===== src/rtl/reaction_pkg.sv =====
// Shared types and helpers for the reaction/timing game controller.
package reaction_pkg;

    typedef enum logic [2:0] {
        S_IDLE  = 3'd0,
        S_ARM   = 3'd1,
        S_RUN   = 3'd2,
        S_SCORE = 3'd3,
        S_DONE  = 3'd4
    } state_t;

    localparam logic [1:0] MODE_EASY = 2'd0;
    localparam logic [1:0] MODE_MED  = 2'd1;
    localparam logic [1:0] MODE_HARD = 2'd2;

    // Clock cycles per count increment for the selected difficulty.
    function automatic int unsigned PERIOD(input logic [1:0] mode,
                                           input int unsigned easy_t,
                                           input int unsigned med_t,
                                           input int unsigned hard_t);
        case (mode)
            MODE_EASY: return easy_t;
            MODE_MED:  return med_t;
            default:   return hard_t;
        endcase
    endfunction

endpackage


===== src/rtl/btn_edge.sv =====
// Turns a debounced button level into a single-cycle press pulse.
module btn_edge (
    input  logic clk,
    input  logic rst_n,
    input  logic btn_i,
    output logic pulse_o
);

    logic prev_q;
    logic prev_d;

    always_comb prev_d = btn_i;

    always_ff @(posedge clk) begin
        if (!rst_n) prev_q <= 1'b0;
        else        prev_q <= prev_d;
    end

    assign pulse_o = btn_i & ~prev_q;

endmodule


===== src/rtl/reaction_game_ctrl.sv =====
// Multi-round reaction game: pick difficulty, show target, run a blind
// counter, score the stop distance and accumulate over ROUNDS rounds.
module reaction_game_ctrl
    import reaction_pkg::*;
#(
    parameter int unsigned NUM_W      = 14,
    parameter int unsigned LED_N      = 16,
    parameter int unsigned BUCKET     = 30,
    parameter int unsigned ROUNDS     = 3,
    parameter int unsigned EASY_TICKS = 1000000,
    parameter int unsigned MED_TICKS  = 200000,
    parameter int unsigned HARD_TICKS = 100000,
    parameter int unsigned TICK_W     = 20
) (
    input  logic             clk,
    input  logic             rst_n,
    input  logic             btn_up,
    input  logic             btn_down,
    input  logic             btn_sel,
    input  logic [NUM_W-1:0] rand_in,
    output logic [2:0]       state_o,
    output logic [1:0]       mode_o,
    output logic [NUM_W-1:0] number_o,
    output logic [3:0]       round_o,
    output logic [LED_N-1:0] led_o,
    output logic [NUM_W+3:0] total_o,
    output logic             done_o
);

    localparam logic [LED_N-1:0] LED_ONES = '1;

    logic up_p, down_p, sel_p;

    btn_edge u_up   (.clk(clk), .rst_n(rst_n), .btn_i(btn_up),   .pulse_o(up_p));
    btn_edge u_down (.clk(clk), .rst_n(rst_n), .btn_i(btn_down), .pulse_o(down_p));
    btn_edge u_sel  (.clk(clk), .rst_n(rst_n), .btn_i(btn_sel),  .pulse_o(sel_p));

    state_t            state_q, state_d;
    logic [1:0]        mode_q, mode_d;
    logic [NUM_W-1:0]  number_q, number_d;
    logic [NUM_W-1:0]  target_q, target_d;
    logic [TICK_W-1:0] tick_q, tick_d;
    logic [3:0]        round_q, round_d;
    logic [LED_N-1:0]  led_q, led_d;
    logic [NUM_W+3:0]  total_q, total_d;
    logic              score_first_q, score_first_d;

    logic [TICK_W-1:0] period_m1;
    logic [NUM_W-1:0]  score;
    int unsigned       off;
    logic [LED_N-1:0]  led_score;
    logic [NUM_W+4:0]  sum;
    logic [NUM_W+3:0]  total_score;
    logic              last_round;

    assign period_m1  = TICK_W'(PERIOD(mode_q, EASY_TICKS, MED_TICKS, HARD_TICKS) - 1);
    assign last_round = (round_q >= 4'(ROUNDS));

    always_ff @(posedge clk) begin
        if (!rst_n) begin
            state_q       <= S_IDLE;
            mode_q        <= MODE_MED;
            number_q      <= '0;
            target_q      <= '0;
            tick_q        <= '0;
            round_q       <= 4'd1;
            led_q         <= '0;
            total_q       <= '0;
            score_first_q <= 1'b0;
        end else begin
            state_q       <= state_d;
            mode_q        <= mode_d;
            number_q      <= number_d;
            target_q      <= target_d;
            tick_q        <= tick_d;
            round_q       <= round_d;
            led_q         <= led_d;
            total_q       <= total_d;
            score_first_q <= score_first_d;
        end
    end

    always_comb begin
        state_d = state_q;
        case (state_q)
            S_IDLE:  if (sel_p) state_d = S_ARM;
            S_ARM:   if (sel_p) state_d = S_RUN;
            S_RUN:   if (sel_p) state_d = S_SCORE;
            S_SCORE: if (!score_first_q && sel_p) state_d = last_round ? S_DONE : S_ARM;
            S_DONE:  if (sel_p) state_d = S_IDLE;
            default: state_d = S_IDLE;
        endcase
    end

    // Distance score, LED bar and saturating running total for this round.
    always_comb begin
        score = (number_q >= target_q) ? (number_q - target_q) : (target_q - number_q);
        off   = 32'(score) / BUCKET;
        if (off > LED_N) off = LED_N;
        led_score   = LED_ONES << off;
        sum         = {1'b0, total_q} + (NUM_W+5)'(score);
        total_score = sum[NUM_W+4] ? '1 : sum[NUM_W+3:0];
    end

    always_comb begin
        mode_d        = mode_q;
        number_d      = number_q;
        target_d      = target_q;
        tick_d        = tick_q;
        round_d       = round_q;
        led_d         = led_q;
        total_d       = total_q;
        score_first_d = 1'b0;

        // Target is latched on every transition into ARM (from IDLE or SCORE).
        if (state_d == S_ARM && state_q != S_ARM) begin
            target_d = (rand_in == '0) ? NUM_W'(1) : rand_in;
            number_d = target_d;
        end

        case (state_q)
            S_IDLE: begin
                if (!sel_p) begin
                    if (up_p && !down_p && mode_q < MODE_HARD) mode_d = mode_q + 2'd1;
                    if (down_p && !up_p && mode_q > MODE_EASY) mode_d = mode_q - 2'd1;
                end
            end
            S_ARM: begin
                if (sel_p) begin
                    number_d = '0;
                    tick_d   = '0;
                end
            end
            S_RUN: begin
                if (sel_p) begin
                    score_first_d = 1'b1;
                end else if (tick_q == period_m1) begin
                    tick_d = '0;
                    if (number_q != '1) number_d = number_q + NUM_W'(1);
                end else begin
                    tick_d = tick_q + TICK_W'(1);
                end
            end
            S_SCORE: begin
                if (score_first_q) begin
                    led_d   = led_score;
                    total_d = total_score;
                end else if (sel_p && !last_round) begin
                    round_d = round_q + 4'd1;
                end
            end
            S_DONE: begin
                if (sel_p) begin
                    round_d  = 4'd1;
                    total_d  = '0;
                    led_d    = '0;
                    number_d = '0;
                end
            end
            default: ;
        endcase
    end

    always_comb begin
        state_o  = state_q;
        done_o   = (state_q == S_DONE);
        number_o = (state_q == S_DONE) ? total_q[NUM_W-1:0] : number_q;
    end

    assign mode_o  = mode_q;
    assign round_o = round_q;
    assign led_o   = led_q;
    assign total_o = total_q;

endmodule


===== config.mk =====
export PLATFORM = sky130hd
export DESIGN_NAME = reaction_game_ctrl
export DESIGN_NICKNAME = d
export VERILOG_FILES = /design/src/rtl/reaction_pkg.sv /design/src/rtl/btn_edge.sv /design/src/rtl/reaction_game_ctrl.sv
export SDC_FILE = /design/constraint.sdc
export NUM_CORES = 1
export LEC_CHECK = 0
export BUFFER_PORTS_ARGS = -buffer_cell sky130_fd_sc_hd__buf_2
export CAP_MARGIN = 20
export CORE_MARGIN = 2
export CORE_UTILIZATION = 35
export CTS_CLUSTER_SIZE = 14
export DETAILED_ROUTE_END_ITERATION = 12
export SLEW_MARGIN = 20
export SYNTH_ARGS = -nofsm -noshare
export SYNTH_HDL_FRONTEND = slang
export SYNTH_HIERARCHICAL = 1
export SYNTH_SLANG_ARGS = --single-unit

===== constraint.sdc =====
create_clock -name clk -period 12 [get_ports clk]
set_input_delay 3 -clock clk [delete_from_list [all_inputs] [get_ports clk]]
set_output_delay 3 -clock clk [all_outputs]
set_load 0.01 [all_outputs]

==> After elaboration in Yosys (flattened, before gate mapping) <==
Cells that the tools add are included.
{ "word_totals": {"latchBits": 0, "rom_bits": 0, "output_inout_bits": 58, "n_memories": 0, "word_cells": 109, "inputBits": 19, "ff_bits": 95, "mem_bits_rw": 0} }
{ "classes": {"n_reduce_logical": 23, "n_addsub": 9, "order_cmp": 5, "eq_ne": 15, "mux": 36, "bitwise_logic": 7, "shift": 1, "n_mul": 0, "div_mod_pow": 1} }
{ "op_table": {"columns": ["op", "n"], "rows": [
  ["$mux 14", 8],
  ["$pmux 20 s2", 2],
  ["$mux 20", 3],
  ["$mux 18", 3],
  ["$pmux 18 s2", 1],
  ["$div 14x5->32 const B", 1],
  ["$gt 32x5->1 const B", 1],
  ["$mux 16", 2],
  ["$mux 32", 1],
  ["$pmux 16 s2", 1],
  ["$shl 16x32->16 const A", 1],
  ["$pmux 14 s2", 1],
  ["$sub 14x14->14", 2],
  ["$add 20x1->20 const B", 1],
  ["$eq 20x20->1", 1],
  ["$sub 20x1->20 const B", 1],
  ["$add 18x14->19", 1],
  ["$mux 3", 6],
  ["$pmux 3 s5", 1],
  ["$add 14x1->14 const B", 1],
  ["$ge 14x14->1", 1],
  ["$logic_not 14->1", 1],
  ["$ne 14x14->1 const B", 1],
  ["$mux 4", 3],
  ["27 further kinds", 52]
]} }

==> Logic depth before layout (Yosys ltp) <==
Gate-level depths: netlist (run 1).
{ "logic_depth": {"ltp_word": 12, "ltp_mapped": 36, "mapped_depth_nobuf": 34} }

==> Modules after synthesis <==
The synthesis (run 1) kept the hierarchy.
{ "by_module_without_submodules": {"columns": ["mod", "cells_each", "seq_area_each_um2", "area_per_inst_um2", "n_inst"], "rows": [
  ["reaction_game_ctrl", 1044, 1841.8, 7754.9, 1],
  ["btn_edge", 3, 20.0, 40.0, 3]
]} }

==> Worst setup path after synthesis (run 1) <==
Ideal clock, no wire load.
{ "synth_path": {"kind": "reg2reg", "startpoint": "reg number_q[7]", "endpoint": "reg led_q[14], in the netlist led_o[14]", "setup_slack_ns": 5.282, "setup_time_ns": 0.079, "t_arrival_ns": 6.639, "t_required_ns": 11.921, "n_path_buf": 2, "stages_incl_launch_ff": 30, "cell_sequence": "dfxtp_1 inv_1 ha_1 buf_4 nand4_1 o31a_1 o21a_4 nand2_4 mux2i_1 xor2_1 clkbuf_1 nor2_1 ha_1 nor2b_1 nand4_1 mux2i_2 o211ai_2 o31a_4 a21o_1 and2_4 or4_4 a31o_1 o21ai_4 a21oi_2 a211oi_4 mux2_2 a211oi_4 nor3_2 and3_1 a22oi_1"} }
{ "synth_between": {"elab_chain_len": 8, "elab_cells_between_ends": 10, "classes_between": "2 x add/sub; 1 x div; 2 x order compare; 1 x shift; 4 x mux"} }
{ "synth_lines": {"columns": ["item", "line_no", "text"], "rows": [
  ["start, declared", "reaction_game_ctrl.sv:40", "logic [NUM_W-1:0] number_q, number_d;"],
  ["start signal, assigned", "reaction_game_ctrl.sv:73", "number_q <= number_d;"],
  ["$sub 14x14->14 / $ge 14x14->1 (equally long branches)", "reaction_game_ctrl.sv:97", "score = (number_q >= target_q) ? (number_q - target_q) : (target_q - number_q);"],
  ["$mux 14 *", "reaction_game_ctrl.sv:97", null],
  ["$div 14x5->32 *", "reaction_game_ctrl.sv:98", "off = 32'(score) / BUCKET;"],
  ["$gt 32x5->1", "reaction_game_ctrl.sv:99", "if (off > LED_N) off = LED_N;"],
  ["$mux 32 *", "reaction_game_ctrl.sv:99", null],
  ["$shl 16x32->16 *", "reaction_game_ctrl.sv:100", "led_score = LED_ONES << off;"],
  ["$mux 16 *", "reaction_game_ctrl.sv:145", "if (score_first_q) begin"],
  ["$pmux 16 s2 *", "reaction_game_ctrl.sv:121", "case (state_q)"],
  ["end signal, assigned", "reaction_game_ctrl.sv:77", "led_q <= led_d;"],
  ["end, declared", "reaction_game_ctrl.sv:44", "logic [LED_N-1:0] led_q, led_d;"]
]} }
Mark *: on every way between the ends. The rest lies on a longest branch, timed or not. The select of a mux whose other input is x is not followed.
A chain may end at the register's enable or synchronous reset.

==> Worst setup path after layout (run 1) <==
{ "layout_path": {"startpoint": "reg number_q[9]", "endpoint": "reg led_q[14], in the netlist led_o[14]"} }
Same word-level chain as after synthesis.

==> impl_metrics.csv, run 1 <==
group,metric,value,unit
clock_tree,clkLatencyLatePin,0.36,ns
yosys,synthXorXnorAreaFrac,5.53,%
worst_hold_path,holdPathStages,1,
grt,grt_pass1_wl,38700,um
yosys,synth_top_family_by_area,"compound AO/OA/AOI/OAI gates",
critical_path,timing.reg2reg.setup_slack,4.02,ns
route,dr.pass1.iters,5,
placement,dpl.hpwl,17800,um
clock_tree,cts_setup_buffers,0,
yosys,synth_edf_count,0,
route,drt_iter0_drc,539,
clock_tree,cts_resized,0,
finish,layout_common_cells,"140 x nand2_1, 111 x a21oi_1, 95 x dfxtp_1, 89 x nor2_1, 76 x buf_2",
yosys,async_reset_ff_share,0,%
worst_hold_path,min_to,"led_o[13]",
yosys,synthSimpleGateAreaFrac,24.0,%
finish,final_area,0.00873,mm^2
floorplan,coreArea,0.0220,mm^2
critical_path,slowest_stage,"xor2_1",
sta,timing.final.ws_setup,4.02,ns
critical_path,end_kind,"flip-flop",
clock_tree,path_clk_slew,0.08,ns
clock_tree,numCtsBuffers,9,
sta,setup_tns,0,ns
yosys,yosysWarningCount,6,
route,viasPerCell,5.59,
finish,drive_gt1_share,13.4,%
clock_tree,clk_path_buf_depth,2,
power_and_ir_drop,p_leak,3.66,nW
clock_tree,clock_sinks,95,
yosys,ys_types,98,
finish,nFillCells,2291,
yosys,syn_area_per_cell,7.48,um^2
sta,drv_slew,0,
yosys,netlist_instances,1053,
yosys,syn_area,0.00788,mm^2
yosys,ys.flop_type,"dfxtp_1",
floorplan,start_util,35.9,%
sta,period_needed,7.98,ns
finish,final_common_cell,"nand2_1",
sta,worst_slew_pin_slew,0.894,ns
placement,post-place-ws,4.12,ns
power_and_ir_drop,power.total,2.63,mW
critical_path,timing.rr.start,"number_q[9]",
finish,diodes,0,
critical_path,cp_max_fo,15,
sta,setup_viol,0,
clock_tree,hold_buffers,0,
placement,port_buffers,76,
route,vias,7723,
route,antenna_left,0,
grt,antenna_found_initial,0,
sta,fin_skew,0.0154,ns
yosys,synth-seq-cells,95,
worst_hold_path,holdCritStartpoint,"led_o[13]",
clock_tree,cts_tree,"built",
yosys,muxShareOfSynthArea,1.78,%
worst_hold_path,hp-class,"flip-flop to flip-flop",
finish,area_growth,10.9,%
route,wl,23700,um
sta,fmax,0.125,GHz
critical_path,crit_start,"number_q[9]",
sta,hold_viol_final,0,
finish,fin_util,39.8,%
critical_path,regToRegEndpoint,"led_o[14]",
critical_path,cp.required,12.29,ns
flow_run,drv_cap,0,
yosys,yosysSeqAreaShare,24.1,%
floorplan,die_area,0.0237,mm^2
critical_path,ff2ff_path_depth,25,
sta,period_share,66.5,%
floorplan,die_x,154,um
yosys,syn_nets,1124,
critical_path,path_class,"flip-flop to flip-flop",
critical_path,setup.worst_path.start_class,"flip-flop",
finish,seq_area,0.00190,mm^2
clock_tree,cts-root-buf,"clkbuf_16",
grt,track_usage,20.0,%
sta,relSlewSlack,40.3,%
floorplan,placementRows,54,
floorplan,io_pins,77,
critical_path,critPathMaxStageDelay,0.67,ns
grt,grt_max_degree,56,
sta,rsz0062_at_grt,"no",
placement,globalplace.congestion,0.945,
yosys,synth_fa_ha_area_share,8.80,%
power_and_ir_drop,irDropWorstVdd,206,uV
clock_tree,h-tree-depth,3,
critical_path,critical_path_arrival,8.27,ns
route,wl_per_cell,17.1,um
grt,grt_pass1_vias,7177,
power_and_ir_drop,powerDensity,302,mW/mm^2
floorplan,die_height,154,um
finish,multi_input_area,0.00551,mm^2
placement,postPlaceCellArea,0.00842,mm^2
grt,globalRouteOverflowTotal,0,
yosys,synth-compound-area-share,29.9,%
run_status,outcome,"complete, no violations",
finish,final_nets,1167,
route,drc,0,
-- synth_stat cells (all sizes together) (4+ instances only) --
cell	number	area (um^2)
o31a	4	43.8
nor2b	10	85.1
dfxtp	95	1900
a21boi	4	30.0
nand3	29	145
o21a	5	46.3
o31ai	7	52.6
xor2	20	183
nor2	90	340
nand2b	7	43.8
and3	32	200
nor4	8	50.1
a21oi	115	591
a211oi	12	133
o221ai	5	43.8
clkbuf	35	131
o2111ai	5	56.3
xnor2	28	253
o211ai	29	246
buf	13	80.1
nor3	22	115
a211o	4	35.0
ha	49	613
o21bai	11	82.6
a21o	15	113
and4	4	35.0
and2	12	77.6
nor3b	7	52.6
o22ai	4	25.0
mux2i	11	118
nand4	13	81.3
nand3b	5	37.5
a22oi	10	80.1
inv	61	231
a31oi	15	115
o21ai	63	330
nand2	141	537
-- per-layer routing --
layer | vias to the layer above | wire length, um | track usage (%)
met5 | - | 0 | 0
met4 | 0 | 488 | 5.79
met3 | 29 | 879 | 3.07
met2 | 166 | 10800 | 32.4
met1 | 3635 | 11500 | 27.6
li1 | 3893 | - | -
-- state kept, by name, indices dropped and copies added, names as in the netlist --
register       flops
u_down/prev_q      1
led_o             16
u_sel/prev_q       1
round_o            4
score_first_q      1
state_o            3
u_up/prev_q        1
mode_o             2
number_q          14
target_q          14
total_o           18
tick_q            20
-- metrics by stage --
step / hold WS (ns) / std cells
global placement: 0.436 / 1365
global route: 0.487 / 1381
CTS: 0.459 / 1381
finish: 0.457 / 1381
detailed placement: 0.440 / 1365
floorplan: 0.436 / 1053
-- logic make-up (layout without fill, tap and decap cells) --
group	Yosys count	after routing
buffers and inverters	110	158
AO/OA/AOI/OAI	342	342
multiplexers	13	13
flip-flops	95	95
AND/OR/NAND/NOR	391	391
XOR/XNOR	48	48
adder cells (fa/ha/maj)	54	54
-- worst max path at each step --
stage	end	slack (ns)	depth (start not counted)
2_1_floorplan	led_o[14]	5.28	29
3_3_place_gp	led_o[14]	4.38	27
5_1_grt	led_o[14]	3.35	25
6_report	led_o[14]	4.02	25
3_5_place_dp	led_o[14]	4.12	25
4_1_cts	led_o[14]	4.06	25
-- critical path: cells and delay by family, from the launching register on --
| kind | cells | cell delay, ns |
|---|---|---|
| xor+xnor | 2 | 0.83 |
| compound gates | 8 | 2.37 |
| buf+inv | 1 | 0.10 |
| simple gates | 10 | 2.74 |
| fa+ha+maj | 2 | 0.82 |
| flops | 1 | 0.39 |
| mux | 2 | 0.66 |
-- layout make-up --
class,count,area share [%]
Timing Repair Buffer,80,4.70
Clock buffer,9,2.58
Clock inverter,7,0.931
Inverter,62,2.85
Multi-Input combinational cell,848,63.1
Tap cell,280,4.01
Sequential cell,95,21.8
-- power breakdown --
| part | total, mW | internal, mW | switching, mW |
|---|---|---|---|
| sequential | 0.334 | 0.323 | 0.0102 |
| clock | 0.305 | 0.149 | 0.156 |
| combinational | 1.99 | 0.740 | 1.25 |
| total | 2.63 | 1.21 | 1.42 |
(Power assumes the default switching activity.)
==> inputs of run 2 (changes only) <==
==> constraint.sdc (replaced) <==
create_clock -name clk -period 6.46 [get_ports clk]
set_input_delay 1.615 -clock clk [delete_from_list [all_inputs] [get_ports clk]]
set_output_delay 1.615 -clock clk [all_outputs]
set_load 0.01 [all_outputs]
==> run 2 against run 1 <==
  * Flip-flop and latch count unchanged
  * Non-clock buffer count up 121
  * Die area unchanged
  * Clock power up 87%
  * Worst setup slack worse by 4.0 ns
  * Wire length up 4.4%
  * Clock skew down 0.0054 ns
  * Critical path type unchanged
  * Highest routed layer unchanged
==> impl_metrics.csv, run 2 (same netlist as run 1, synthesis figures left out) <==
group,metric,value,unit
placement,globalplace.congestion,0.949,
critical_path,critPathMaxStageDelay,0.54,ns
finish,final_nets,1288,
floorplan,placementRows,54,
finish,nFillCells,2107,
placement,port_buffers,76,
grt,globalRouteOverflowTotal,0,
critical_path,setup.worst_path.start_class,"flip-flop",
critical_path,timing.reg2reg.setup_slack,0.03,ns
route,drt_iter0_drc,496,
finish,area_growth,31.5,%
flow_run,drv_cap,0,
floorplan,coreArea,0.0220,mm^2
clock_tree,clkLatencyLatePin,0.36,ns
route,drc,0,
finish,layout_common_cells,"135 x nand2_1, 114 x buf_4, 101 x a21oi_1, 87 x nor2_1, 83 x dfxtp_1",
finish,diodes,0,
finish,multi_input_area,0.00615,mm^2
sta,rsz0062_at_grt,"yes",
route,antenna_left,0,
power_and_ir_drop,powerDensity,665,mW/mm^2
clock_tree,hold_buffers,0,
floorplan,die_area,0.0237,mm^2
critical_path,regToRegEndpoint,"led_o[2]",
critical_path,slowest_stage,"or4_4",
grt,grt_pass1_vias,8045,
sta,fin_skew,0.0101,ns
placement,postPlaceCellArea,0.00912,mm^2
floorplan,die_x,154,um
sta,period_needed,6.43,ns
sta,setup_viol,0,
finish,largest_reg_flops,20,
clock_tree,h-tree-depth,3,
worst_hold_path,holdPathStages,1,
critical_path,critPathTopFamily,"compound AO/OA/AOI/OAI gates",
critical_path,path_class,"flip-flop to flip-flop",
clock_tree,cts_tree,"built",
sta,fmax,0.155,GHz
route,vias,8282,
finish,fin_util,47.2,%
grt,antenna_found_initial,0,
critical_path,cp_num_cells,31,
worst_hold_path,min_to,"led_o[13]",
worst_hold_path,hp-class,"flip-flop to flip-flop",
finish,drive_gt1_share,29.7,%
grt,grt_pass1_wl,40400,um
critical_path,timing.rr.start,"number_q[0]",
critical_path,crit_start,"number_q[0]",
sta,drv_slew,0,
run_status,outcome,"complete, no violations",
sta,worst_slew_pin_slew,0.971,ns
finish,largest_register,"tick_q",
route,dr.pass1.iters,7,
clock_tree,numCtsBuffers,9,
route,wl,24700,um
critical_path,ff2ff_path_depth,31,
grt,track_usage,20.7,%
finish,final_common_cell,"nand2_1",
floorplan,die_height,154,um
sta,relSlewSlack,35.0,%
sta,hold_viol_final,0,
placement,dpl.hpwl,18300,um
clock_tree,path_clk_slew,0.08,ns
grt,grt_max_degree,56,
route,viasPerCell,5.51,
power_and_ir_drop,p_leak,4.39,nW
worst_hold_path,holdCritStartpoint,"led_o[13]",
critical_path,cp_max_fo,7,
sta,period_share,99.6,%
clock_tree,clk_path_buf_depth,2,
critical_path,end_kind,"flip-flop",
route,wl_per_cell,16.5,um
floorplan,start_util,35.9,%
clock_tree,clock_sinks,95,
finish,final_area,0.0104,mm^2
critical_path,critical_path_arrival,6.71,ns
finish,seq_area,0.00192,mm^2
floorplan,io_pins,77,
critical_path,cp.required,6.74,ns
power_and_ir_drop,irDropWorstVdd,677,uV
critical_path,path_buf_inv,5,
clock_tree,cts-root-buf,"clkbuf_16",
run 2: cell count changes in the layout (fill, tap and decap cells not counted), sizes merged:
cell / change
inv: +1
clkinv: -1
buf: +121
run 2: cell type report:
type                    count  share of cell area, %
clock buffers               9                   2.17
clock inverters             7                  0.785
inverters                  62                   2.43
multi-input cells         848                   59.3
flip-flops and latches     95                   18.6
well taps                 280                   3.38
repair buffers            201                   13.3
run 2: worst register-to-register path, delay by kind of cell, from the launching register on:
kind                       cells  cell delay, ns
and+or+nand+nor                8            1.26
buffers and inverters          5            0.45
xor gates and xnor gates       1            0.24
AOI/OAI and AO/OA             11            2.40
adders and majority gates      3            0.84
DFF                            1            0.37
muxes                          3            0.82
run 2: metal layers:
metal	GRT usage, %	part of all wire (%)	vias up
met5	0	0	-
met2	34.1	46	213
met4	8.14	3.1	0
li1	-	-	4122
met1	26.9	46	3911
met3	3.47	4.4	36
run 2: power by group:
group	internal, mW	total [mW]	switching, mW
combinational	2.60	5.70	3.09
clock	0.279	0.569	0.290
sequential	0.601	0.619	0.0181
run 2: what timing repair did:
item / CTS / global route
setup endpoints to repair: 12 / 31
pin swaps: 30 / 36
resized for setup: 37 / 114
buffers inserted: 17 / 15
run 2: metrics by stage:
stage | setup TNS, ns | total power [mW] | instances | hold slack, ns | setup WS [ns]
finish | 0 | 6.88 | 1502 | 0.456 | 0.0259
global route | -2.52 | 7.35 | 1502 | 0.481 | -0.244
floorplan | 0 | 3.64 | 1053 | 0.436 | 0.0201
detailed placement | -0.655 | 5.05 | 1454 | 0.440 | -0.117
global placement | 0 | 5.06 | 1454 | 0.436 | 0.00268
CTS | 0 | 6.12 | 1487 | 0.459 | 0.00647
run 2: worst max-delay path by stage:
stage | endpoint | slack [ns]
floorplan | led_o[14] | 0.02
global placement | led_o[14] | 0.003
detailed placement | led_o[8] | -0.12
CTS | led_o[2] | 0.006
global route | led_o[2] | -0.24
finish | led_o[2] | 0.03
